==> src/rtl/ann_input_feeder_if.sv <==
// rtl/ann_input_feeder_if.sv - host load stream and ANN controller serve bus
// Signals:
//   rx_data/rx_valid/rx_ready       host load stream (pixels, then coefficients)
//   request/load_next/next_coeff/done  controller pulses
//   image_loaded/data_valid          buffer status
//   pixel_out/coeff_out              served words
//   last_pixel/last_coeff            index-at-end flags
// slave = feeder side, master = host/controller side.
interface ann_input_feeder_if #(
  parameter int DATA_W = 8
);
  logic [DATA_W-1:0] rx_data;
  logic              rx_valid;
  logic              rx_ready;
  logic              request;
  logic              load_next;
  logic              next_coeff;
  logic              done;
  logic              image_loaded;
  logic              data_valid;
  logic [DATA_W-1:0] pixel_out;
  logic [DATA_W-1:0] coeff_out;
  logic              last_pixel;
  logic              last_coeff;

  modport slave (
    input  rx_data, rx_valid, request, load_next, next_coeff, done,
    output rx_ready, image_loaded, data_valid, pixel_out, coeff_out,
           last_pixel, last_coeff
  );

  modport master (
    output rx_data, rx_valid, request, load_next, next_coeff, done,
    input  rx_ready, image_loaded, data_valid, pixel_out, coeff_out,
           last_pixel, last_coeff
  );
endinterface

==> src/rtl/ann_input_feeder.sv <==
// rtl/ann_input_feeder.sv - buffers one image plus coefficient set and serves it to an ANN controller
// Ports:
//   clk    system clock, rising edge
//   n_rst  asynchronous active-low reset
//   bus    ann_input_feeder_if.slave (load stream, controller pulses, served data)
// Flow: FILL_PIX -> FILL_COEFF -> LOADED -> (request) SERVE -> (done) FILL_PIX.
module ann_input_feeder #(
  parameter int NUM_PIX   = 16,
  parameter int NUM_COEFF = 8,
  parameter int DATA_W    = 8
) (
  input  logic                 clk,
  input  logic                 n_rst,
  ann_input_feeder_if.slave    bus
);

  localparam int PIX_AW   = (NUM_PIX   > 1) ? $clog2(NUM_PIX)   : 1;
  localparam int COEFF_AW = (NUM_COEFF > 1) ? $clog2(NUM_COEFF) : 1;
  localparam int WR_AW    = (PIX_AW > COEFF_AW) ? PIX_AW : COEFF_AW;

  localparam logic [PIX_AW-1:0]   PIX_LAST      = PIX_AW'(NUM_PIX - 1);
  localparam logic [COEFF_AW-1:0] COEFF_LAST    = COEFF_AW'(NUM_COEFF - 1);
  localparam logic [WR_AW-1:0]    WR_PIX_LAST   = WR_AW'(NUM_PIX - 1);
  localparam logic [WR_AW-1:0]    WR_COEFF_LAST = WR_AW'(NUM_COEFF - 1);

  typedef enum logic [1:0] {
    FILL_PIX   = 2'd0,
    FILL_COEFF = 2'd1,
    LOADED     = 2'd2,
    SERVE      = 2'd3
  } state_t;

  state_t              state_q, state_d;
  logic [WR_AW-1:0]    wr_idx_q, wr_idx_d;
  logic [PIX_AW-1:0]   pix_idx_q, pix_idx_d;
  logic [COEFF_AW-1:0] coeff_idx_q, coeff_idx_d;

  logic [DATA_W-1:0] pix_buf_q   [NUM_PIX];
  logic [DATA_W-1:0] coeff_buf_q [NUM_COEFF];

  logic pix_we;
  logic coeff_we;
  logic rx_ready;
  logic data_valid;

  assign rx_ready   = (state_q == FILL_PIX) || (state_q == FILL_COEFF);
  assign data_valid = (state_q == SERVE);

  always_comb begin
    state_d     = state_q;
    wr_idx_d    = wr_idx_q;
    pix_idx_d   = pix_idx_q;
    coeff_idx_d = coeff_idx_q;
    pix_we      = 1'b0;
    coeff_we    = 1'b0;

    case (state_q)
      FILL_PIX: begin
        if (bus.rx_valid) begin
          pix_we = 1'b1;
          if (wr_idx_q == WR_PIX_LAST) begin
            state_d  = FILL_COEFF;
            wr_idx_d = '0;
          end else begin
            wr_idx_d = wr_idx_q + WR_AW'(1);
          end
        end
      end

      FILL_COEFF: begin
        if (bus.rx_valid) begin
          coeff_we = 1'b1;
          if (wr_idx_q == WR_COEFF_LAST) begin
            state_d  = LOADED;
            wr_idx_d = '0;
          end else begin
            wr_idx_d = wr_idx_q + WR_AW'(1);
          end
        end
      end

      LOADED: begin
        if (bus.request) begin
          state_d     = SERVE;
          pix_idx_d   = '0;
          coeff_idx_d = '0;
        end
      end

      SERVE: begin
        // done wins over any index advance in the same cycle
        if (bus.done) begin
          state_d     = FILL_PIX;
          wr_idx_d    = '0;
          pix_idx_d   = '0;
          coeff_idx_d = '0;
        end else begin
          if (bus.load_next) begin
            pix_idx_d = (pix_idx_q == PIX_LAST) ? '0 : pix_idx_q + PIX_AW'(1);
          end
          if (bus.next_coeff) begin
            coeff_idx_d = (coeff_idx_q == COEFF_LAST) ? '0 : coeff_idx_q + COEFF_AW'(1);
          end
        end
      end

      default: begin
        state_d     = FILL_PIX;
        wr_idx_d    = '0;
        pix_idx_d   = '0;
        coeff_idx_d = '0;
      end
    endcase
  end

  always_ff @(posedge clk or negedge n_rst) begin
    if (!n_rst) begin
      state_q     <= FILL_PIX;
      wr_idx_q    <= '0;
      pix_idx_q   <= '0;
      coeff_idx_q <= '0;
    end else begin
      state_q     <= state_d;
      wr_idx_q    <= wr_idx_d;
      pix_idx_q   <= pix_idx_d;
      coeff_idx_q <= coeff_idx_d;
    end
  end

  // Storage is not reset: a reset only discards the fill progress, and
  // LOADED cannot be reached again without overwriting every entry.
  always_ff @(posedge clk) begin
    if (pix_we) begin
      pix_buf_q[wr_idx_q[PIX_AW-1:0]] <= bus.rx_data;
    end
    if (coeff_we) begin
      coeff_buf_q[wr_idx_q[COEFF_AW-1:0]] <= bus.rx_data;
    end
  end

  assign bus.rx_ready     = rx_ready;
  assign bus.image_loaded = (state_q == LOADED);
  assign bus.data_valid   = data_valid;
  assign bus.pixel_out    = data_valid ? pix_buf_q[pix_idx_q] : '0;
  assign bus.coeff_out    = data_valid ? coeff_buf_q[coeff_idx_q] : '0;
  assign bus.last_pixel   = data_valid && (pix_idx_q == PIX_LAST);
  assign bus.last_coeff   = data_valid && (coeff_idx_q == COEFF_LAST);

endmodule

==> src/flat_wrapper.sv <==
// flat-port wrapper written by rule: the top's interface ports become plain ports
module ann_input_feeder_flat 
#(
  parameter int NUM_PIX   = 16,
  parameter int NUM_COEFF = 8,
  parameter int DATA_W    = 8
)
  (clk, n_rst, bus_rx_data, bus_rx_valid, bus_request, bus_load_next, bus_next_coeff, bus_done, bus_rx_ready, bus_image_loaded, bus_data_valid, bus_pixel_out, bus_coeff_out, bus_last_pixel, bus_last_coeff);
  ann_input_feeder_if #(.DATA_W(DATA_W)) bus_i ();
  input  logic clk;
  input  logic n_rst;
  input wire logic [$bits(bus_i.rx_data)-1:0] bus_rx_data;
  input wire logic [$bits(bus_i.rx_valid)-1:0] bus_rx_valid;
  input wire logic [$bits(bus_i.request)-1:0] bus_request;
  input wire logic [$bits(bus_i.load_next)-1:0] bus_load_next;
  input wire logic [$bits(bus_i.next_coeff)-1:0] bus_next_coeff;
  input wire logic [$bits(bus_i.done)-1:0] bus_done;
  output wire logic [$bits(bus_i.rx_ready)-1:0] bus_rx_ready;
  output wire logic [$bits(bus_i.image_loaded)-1:0] bus_image_loaded;
  output wire logic [$bits(bus_i.data_valid)-1:0] bus_data_valid;
  output wire logic [$bits(bus_i.pixel_out)-1:0] bus_pixel_out;
  output wire logic [$bits(bus_i.coeff_out)-1:0] bus_coeff_out;
  output wire logic [$bits(bus_i.last_pixel)-1:0] bus_last_pixel;
  output wire logic [$bits(bus_i.last_coeff)-1:0] bus_last_coeff;
  assign bus_i.rx_data = bus_rx_data;
  assign bus_i.rx_valid = bus_rx_valid;
  assign bus_i.request = bus_request;
  assign bus_i.load_next = bus_load_next;
  assign bus_i.next_coeff = bus_next_coeff;
  assign bus_i.done = bus_done;
  assign bus_rx_ready = bus_i.rx_ready;
  assign bus_image_loaded = bus_i.image_loaded;
  assign bus_data_valid = bus_i.data_valid;
  assign bus_pixel_out = bus_i.pixel_out;
  assign bus_coeff_out = bus_i.coeff_out;
  assign bus_last_pixel = bus_i.last_pixel;
  assign bus_last_coeff = bus_i.last_coeff;
  ann_input_feeder #(.NUM_PIX(NUM_PIX), .NUM_COEFF(NUM_COEFF), .DATA_W(DATA_W)) u_core (.clk(clk), .n_rst(n_rst), .bus(bus_i));
endmodule
==> config.mk <==
export PLATFORM = sky130hd
export DESIGN_NAME = ann_input_feeder_flat
export DESIGN_NICKNAME = d
export VERILOG_FILES = /design/src/rtl/ann_input_feeder_if.sv /design/src/rtl/ann_input_feeder.sv /design/src/flat_wrapper.sv
export SDC_FILE = /design/constraint.sdc
export NUM_CORES = 1
export LEC_CHECK = 0
export ABC_AREA = 0
export CAP_MARGIN = 20
export CORE_MARGIN = 2
export CORE_UTILIZATION = 50
export CTS_BUF_LIST = sky130_fd_sc_hd__clkbuf_2 sky130_fd_sc_hd__clkbuf_4 sky130_fd_sc_hd__clkbuf_8
export CTS_CLUSTER_DIAMETER = 150
export CTS_CLUSTER_SIZE = 30
export DETAILED_ROUTE_END_ITERATION = 6
export PLACE_DENSITY = 0.7
export REMOVE_ABC_BUFFERS = 1
export SYNTH_ARGS = -nofsm -noshare
export SYNTH_HDL_FRONTEND = slang
export SYNTH_SLANG_ARGS = --single-unit
==> constraint.sdc <==
create_clock -name clk -period 2 [get_ports clk]
set_input_delay 0.4 -clock clk [delete_from_list [all_inputs] [get_ports clk]]
set_output_delay 0.4 -clock clk [all_outputs]
set_load 0.01 [all_outputs]
Word level (Yosys, flattened, before mapping)
Memories as Yosys holds them, arrays and structs flattened.
Index checks and enable logic that the tools add are counted.
Cells by class
  equal/unequal tests: 15
  multiplexer cells: 32
  reductions and logical operators: 10
  $add $sub $neg: 3
Operator list (count)
  4-bit two-way mux: 9
  8-bit two-way mux: 2
  2-bit two-way mux: 6
  3-bit two-way mux: 4
  2-bit != test, second input constant: 6
  4-bit one-hot mux with 3 select lines: 1
  4-bit by 1-bit adder with 4-bit output, second input constant: 2
  4-bit equality test, second input constant: 2
  2-bit one-hot mux with 4 select lines: 1
  4-bit one-hot mux with 2 select lines: 1
  1-bit two-way mux: 7
  3-bit != test, second input constant: 2
  3-bit one-hot mux with 2 select lines: 1
  3-bit AND reduction: 2
  6-bit AND reduction: 1
  2-bit equality test, second input constant: 2
  4-bit by 3-bit equality test with 1-bit output, second input constant: 1
  4-bit AND reduction: 1
  3-bit by 1-bit adder with 3-bit output, second input constant: 1
  3-bit equality test, second input constant: 1
  3-bit nonzero test: 1
  2-bit by 1-bit equality test with 1-bit output, second input constant: 1
  1-bit logical AND: 2
  2-bit logical NOT: 1
  other kinds (2): 2
Word-level totals
  output and inout bits: 21
  word-level logic and storage cells: 66
  input port bits: 15
  memory bits (writable): 192
  bits in registers: 13
  memories: 2
Memory list
  u_core.pix_buf_q: depth 16, width 8, rd ports 1, clocked after Yosys merged registers in 0, wr ports 1, line ann_input_feeder.sv:38  | logic [DATA_W-1:0] pix_buf_q [NUM_PIX];
  u_core.coeff_buf_q: depth 8, width 8, rd ports 1, clocked after Yosys merged registers in 0, wr ports 1, line ann_input_feeder.sv:39  | logic [DATA_W-1:0] coeff_buf_q [NUM_COEFF];

Logic depth before layout (Yosys ltp)
  depth in word-level cells: 5
  mapped depth: 7
  mapped depth without buffers: 6

Least setup slack after synthesis
OpenSTA, ideal clock, no wires.
  path type: register to register
  start point: register u_core.state_q[0]
  end point: memory u_core.pix_buf_q[3][0], enable pin
  cell stages (with the launch flop): 5
  arrival: 1.662 ns
  path buffers: 0
  slack: -0.057 ns
  data required time: 1.605 ns
  clock period less this slack: 2.057 ns
  setup time: 0.395 ns
  cell sequence: dfrtp_1 > inv_1 > ha_1 > nand2_1 > nor4_1
Between the ends
  longest elaborated chain between the ends: 4
Ends and longest elaborated chain
  from (decl): line ann_input_feeder.sv:33  | state_t state_q, state_d;
  from (signal assigned): line ann_input_feeder.sv:123  | state_q <= state_d;
  2-bit logical NOT: line ann_input_feeder.sv:57  | case (state_q)
  1-bit two-way mux: line ann_input_feeder.sv:57
  1-bit two-way mux: line ann_input_feeder.sv:133  | if (pix_we) begin
  1-bit two-way mux (implied by the code): line ann_input_feeder.sv:134  | pix_buf_q[wr_idx_q[PIX_AW-1:0]] <= bus.rx_data;
  to (decl): line ann_input_feeder.sv:38
No other way between the ends.

Final worst setup path
  start point: register u_core.pix_idx_q[0]
  end point: output port bus_pixel_out[7]
Between the ends
  longest elaborated chain between the ends: 2
Ends and longest elaborated chain
  from (decl): line ann_input_feeder.sv:35  | logic [PIX_AW-1:0] pix_idx_q, pix_idx_d;
  from (signal assigned): line ann_input_feeder.sv:125  | pix_idx_q <= pix_idx_d;
  memory 16 x 8 bit
  8-bit two-way mux: line ann_input_feeder.sv:144  | assign bus.pixel_out = data_valid ? pix_buf_q[pix_idx_q] : '0;
  to (decl): line flat_wrapper.sv:21  | output wire logic [$bits(bus_i.pixel_out)-1:0] bus_pixel_out;
No other way between the ends.

==> results.py <==
metrics = {
    "timing": {
        "hold_viol": 0,
        "maxSlewViolCount": 0,
        "tightest_slew_ns": 0.654,
        "finalClockSkew_ns": 0.0323,
        "rsz0062_at_grt": "yes",
        "setup_viol": 147,
        "fin_crit_sh_pct": 127,
        "max_slew_margin_pct": 56.2,
        "fin_crit_ns": 2.55,
        "fmax_mhz": 392,
        "finalWorstSetupSlack_ns": -0.548,
    },
    "logic_synthesis": {
        "syn_area_um2": 8500,
        "synth.distinct_cells": 43,
        "synth_warnings": 0,
        "synth_ff_type": "edfxtp_1",
        "seq_area_frac_synth_pct": 71.7,
        "syn_avg_cell_area_um2": 17.0,
        "async_reset_ff_share_pct": 6.34,
        "post-synth-top-area-cell": "edfxtp_1",
        "synth-seq-cells": 205,
        "synth_top_area_share_pct": 67.8,
        "ys_top_cells_by_area": "edfxtp_1, mux2i_1, mux4_2",
        "synth_cells": 500,
        "synth_edf_count": 192,
    },
    "die": {
        "dieArea_um2": 18100,
        "io_pins": 36,
        "start_util_pct": 51.2,
        "rows": 47,
        "core_area_um2": 16600,
        "die_w_um": 134,
        "die_y_um": 134,
    },
    "routing": {
        "drc": 0,
        "drt_iter0_markers": 386,
        "ant_nets": 0,
        "drt_first_pass_iters": 4,
        "via_per_inst": 5.70,
        "wl_per_cell_um": 22.3,
        "routed_wl_um": 18600,
        "num_vias": 4742,
    },
    "critical_path": {
        "start_kind": "register",
        "critPathTopFamily": "flip-flops",
        "regToRegStartpoint": "u_core.state_q[0]",
        "cp_num_buf_inv": 2,
        "critPathMaxFanout": 7,
        "crit_path_end_kind": "primary output",
        "crit_chain": "buf_6 > mux4_2 > o21ai_2 > o31ai_2 > buf_2",
        "critPathMaxStageDelay_ns": 0.57,
        "crit_required_ns": 1.60,
        "critical_path_class": "register to primary output",
        "cp.arrival_ns": 2.15,
        "critPathSlowestCell": "dfrtp_4",
        "critPathLaunch": "u_core.pix_idx_q[0]",
    },
    "clock_network": {
        "cts_sinks": 205,
        "clk-insertion-delay-late_ns": 0.52,
        "numCtsBuffers": 10,
        "ctsRootBufferMaster": "clkbuf_8",
        "clockBufferDepth": 3,
        "clk_pin_slew_worst_paths_ns": 0.16,
        "cts_max_level": 1,
        "cts_tree": "yes",
    },
    "cells_and_area": {
        "fill_cells": 1186,
        "area_delta_synth_final_pct": 23.1,
        "seqCellArea_um2": 6100,
        "nets": 639,
        "fin_cells": 832,
        "utilization_pct": 63.1,
        "drive_gt1_share_pct": 39.2,
        "antennaDiodeCount": 0,
        "multi_input_area_um2": 2690,
    },
    "place": {
        "dp_cells": 803,
        "gp_congestion": 0.850,
        "dp.final_hpwl_um": 11900,
        "io_buffers": 35,
    },
    "global_routing": {
        "antenna_found_initial": 0,
        "grt_max_degree": 32,
        "grt_usage_pct": 20.6,
        "grt_pass1_vias": 4948,
        "grt_first_pass_wirelength_um": 27800,
        "grt_overflow": 0,
    },
    "run": {
        "maxCapViolCount": 0,
    },
    "status": {
        "outcome": "finished with violations",
        "violations": "negative setup slack",
    },
    "power": {
        "ir_worst_vdd_mv": 0.654,
        "p_leak_nw": 3.51,
        "powerDensity_nw_per_um2": 1020,
    },
    "hold_path": {
        "hold_path_class": "primary input to async pin",
    },
}
## cells in the mapped netlist (6+ instances only)
cell type,instances
edfxtp_1,192
mux2i_1,52
nand2_1,38
mux4_2,23
nor2_1,17
and2_1,16
a22oi_1,15
ha_1,15
dfrtp_1,13
nand3_1,9
a21boi_1,8
buf_2,8
inv_1,8
o21ai_0,8
a22o_1,7
o21ai_1,7
nor3_1,6
o31ai_1,6
## registers in the layout (all words and copies together), names as in the netlist
signal / flops
u_core.state_q: 2
u_core.pix_idx_q: 4
u_core.coeff_idx_q: 3
u_core.pix_buf_q: 128
u_core.coeff_buf_q: 64
u_core.wr_idx_q: 4
## cells by family (layout without fill, tap and decap cells)
logic type / after synthesis / in the layout / synth area share, %
adders and majority gates: 15 / 15 / 2.21
muxes: 77 / 77 / 12.5
AOI/OAI and AO/OA: 68 / 68 / 5.55
and+or+nand+nor: 102 / 102 / 5.92
buffers and inverters: 33 / 145 / 2.16
DFF: 205 / 205 / 71.7
## metal layers
metal	track usage [%]	share of wire (%)	vias up
li1	-	-	2151
met1	27.1	42	2434
met2	36.5	51	127
met3	2.42	4.4	30
met4	5.61	2.5	0
met5	0	0	-
## repair_timing
item                                    in CTS  in global routing
resized for setup                          156                 82
cloned                                       4                  0
endpoints found under the setup margin      21                167
hold endpoints to repair                     0                  0
hold buffers                                 0                  0
buffers inserted                            18                  6
pin swaps                                   24                 38
## worst paths after layout
check	cells after the start	slack, ns	to
worst min register to register	1	0.63	u_core.wr_idx_q[0]
worst max register to register	12	-0.25	u_core.wr_idx_q[2]
worst max-delay path	5	-0.55	bus_pixel_out[7]
min in group clk	1	0.55	u_core.coeff_buf_q[5][0]
worst min-delay path	1	0.26	u_core.state_q[0]
max in group asynchronous	1	1.27	u_core.coeff_idx_q[0]
## final cells by class
class | instances | share of cell area, %
sequential | 205 | 58.2
multi-input combinational | 262 | 25.7
timing repair buffer | 121 | 11.4
tap | 220 | 2.63
clock buffer | 14 | 1.66
inverter | 9 | 0.347
clock inverter | 1 | 0.0717
## power breakdown
| group | leakage (nW) | total, W | internal, W | switching (W) |
|---|---|---|---|---|
| Sequential | 1.90 | 0.00517 | 0.00493 | 0.000240 |
| Combinational | 1.52 | 0.00377 | 0.00193 | 0.00183 |
| Clock | 0.0930 | 0.00176 | 0.000571 | 0.00119 |
## through the flow
step                hold WS, ns  power, W  setup WS, ns  setup TNS [ns]  area (um2)
detailed placement        0.577   0.00811        -0.442           -7.04        9760
floorplan                 0.104   0.00689         -1.36          -16.00        8350
global route              0.292    0.0111        -0.606          -30.80       10500
global placement          0.573   0.00802        -0.413           -4.09        9760
CTS                       0.271    0.0104        -0.611           -8.47       10400
finish                    0.257    0.0107        -0.548          -23.39       10500
## cells in the final DEF (no fill, tap or decap), types with 3 or more instances in the layout
master | netlist | routed
a21boi_2 | 0 | 6
a21oi_1 | 5 | 5
a22o_1 | 7 | 7
a22oi_1 | 15 | 10
a22oi_2 | 0 | 5
and2_4 | 0 | 15
buf_12 | 0 | 11
buf_2 | 8 | 16
buf_4 | 5 | 49
buf_6 | 4 | 26
clkbuf_4 | 0 | 3
clkbuf_8 | 0 | 11
clkdlybuf4s50_1 | 0 | 14
dfrtp_1 | 13 | 11
edfxtp_1 | 192 | 192
ha_1 | 15 | 8
ha_4 | 0 | 6
inv_1 | 8 | 6
mux2i_1 | 52 | 51
mux4_2 | 23 | 23
nand2_1 | 38 | 24
nand2_2 | 0 | 12
nand3_1 | 9 | 3
nand3_2 | 0 | 4
nor2_1 | 17 | 11
nor2_2 | 0 | 3
nor2_4 | 0 | 3
nor2b_1 | 5 | 3
nor3_4 | 0 | 4
o21ai_0 | 8 | 4
o21ai_1 | 7 | 5
o21ai_2 | 0 | 5
o22ai_2 | 0 | 3
o31ai_1 | 6 | 4
(Power assumes the default switching activity.)
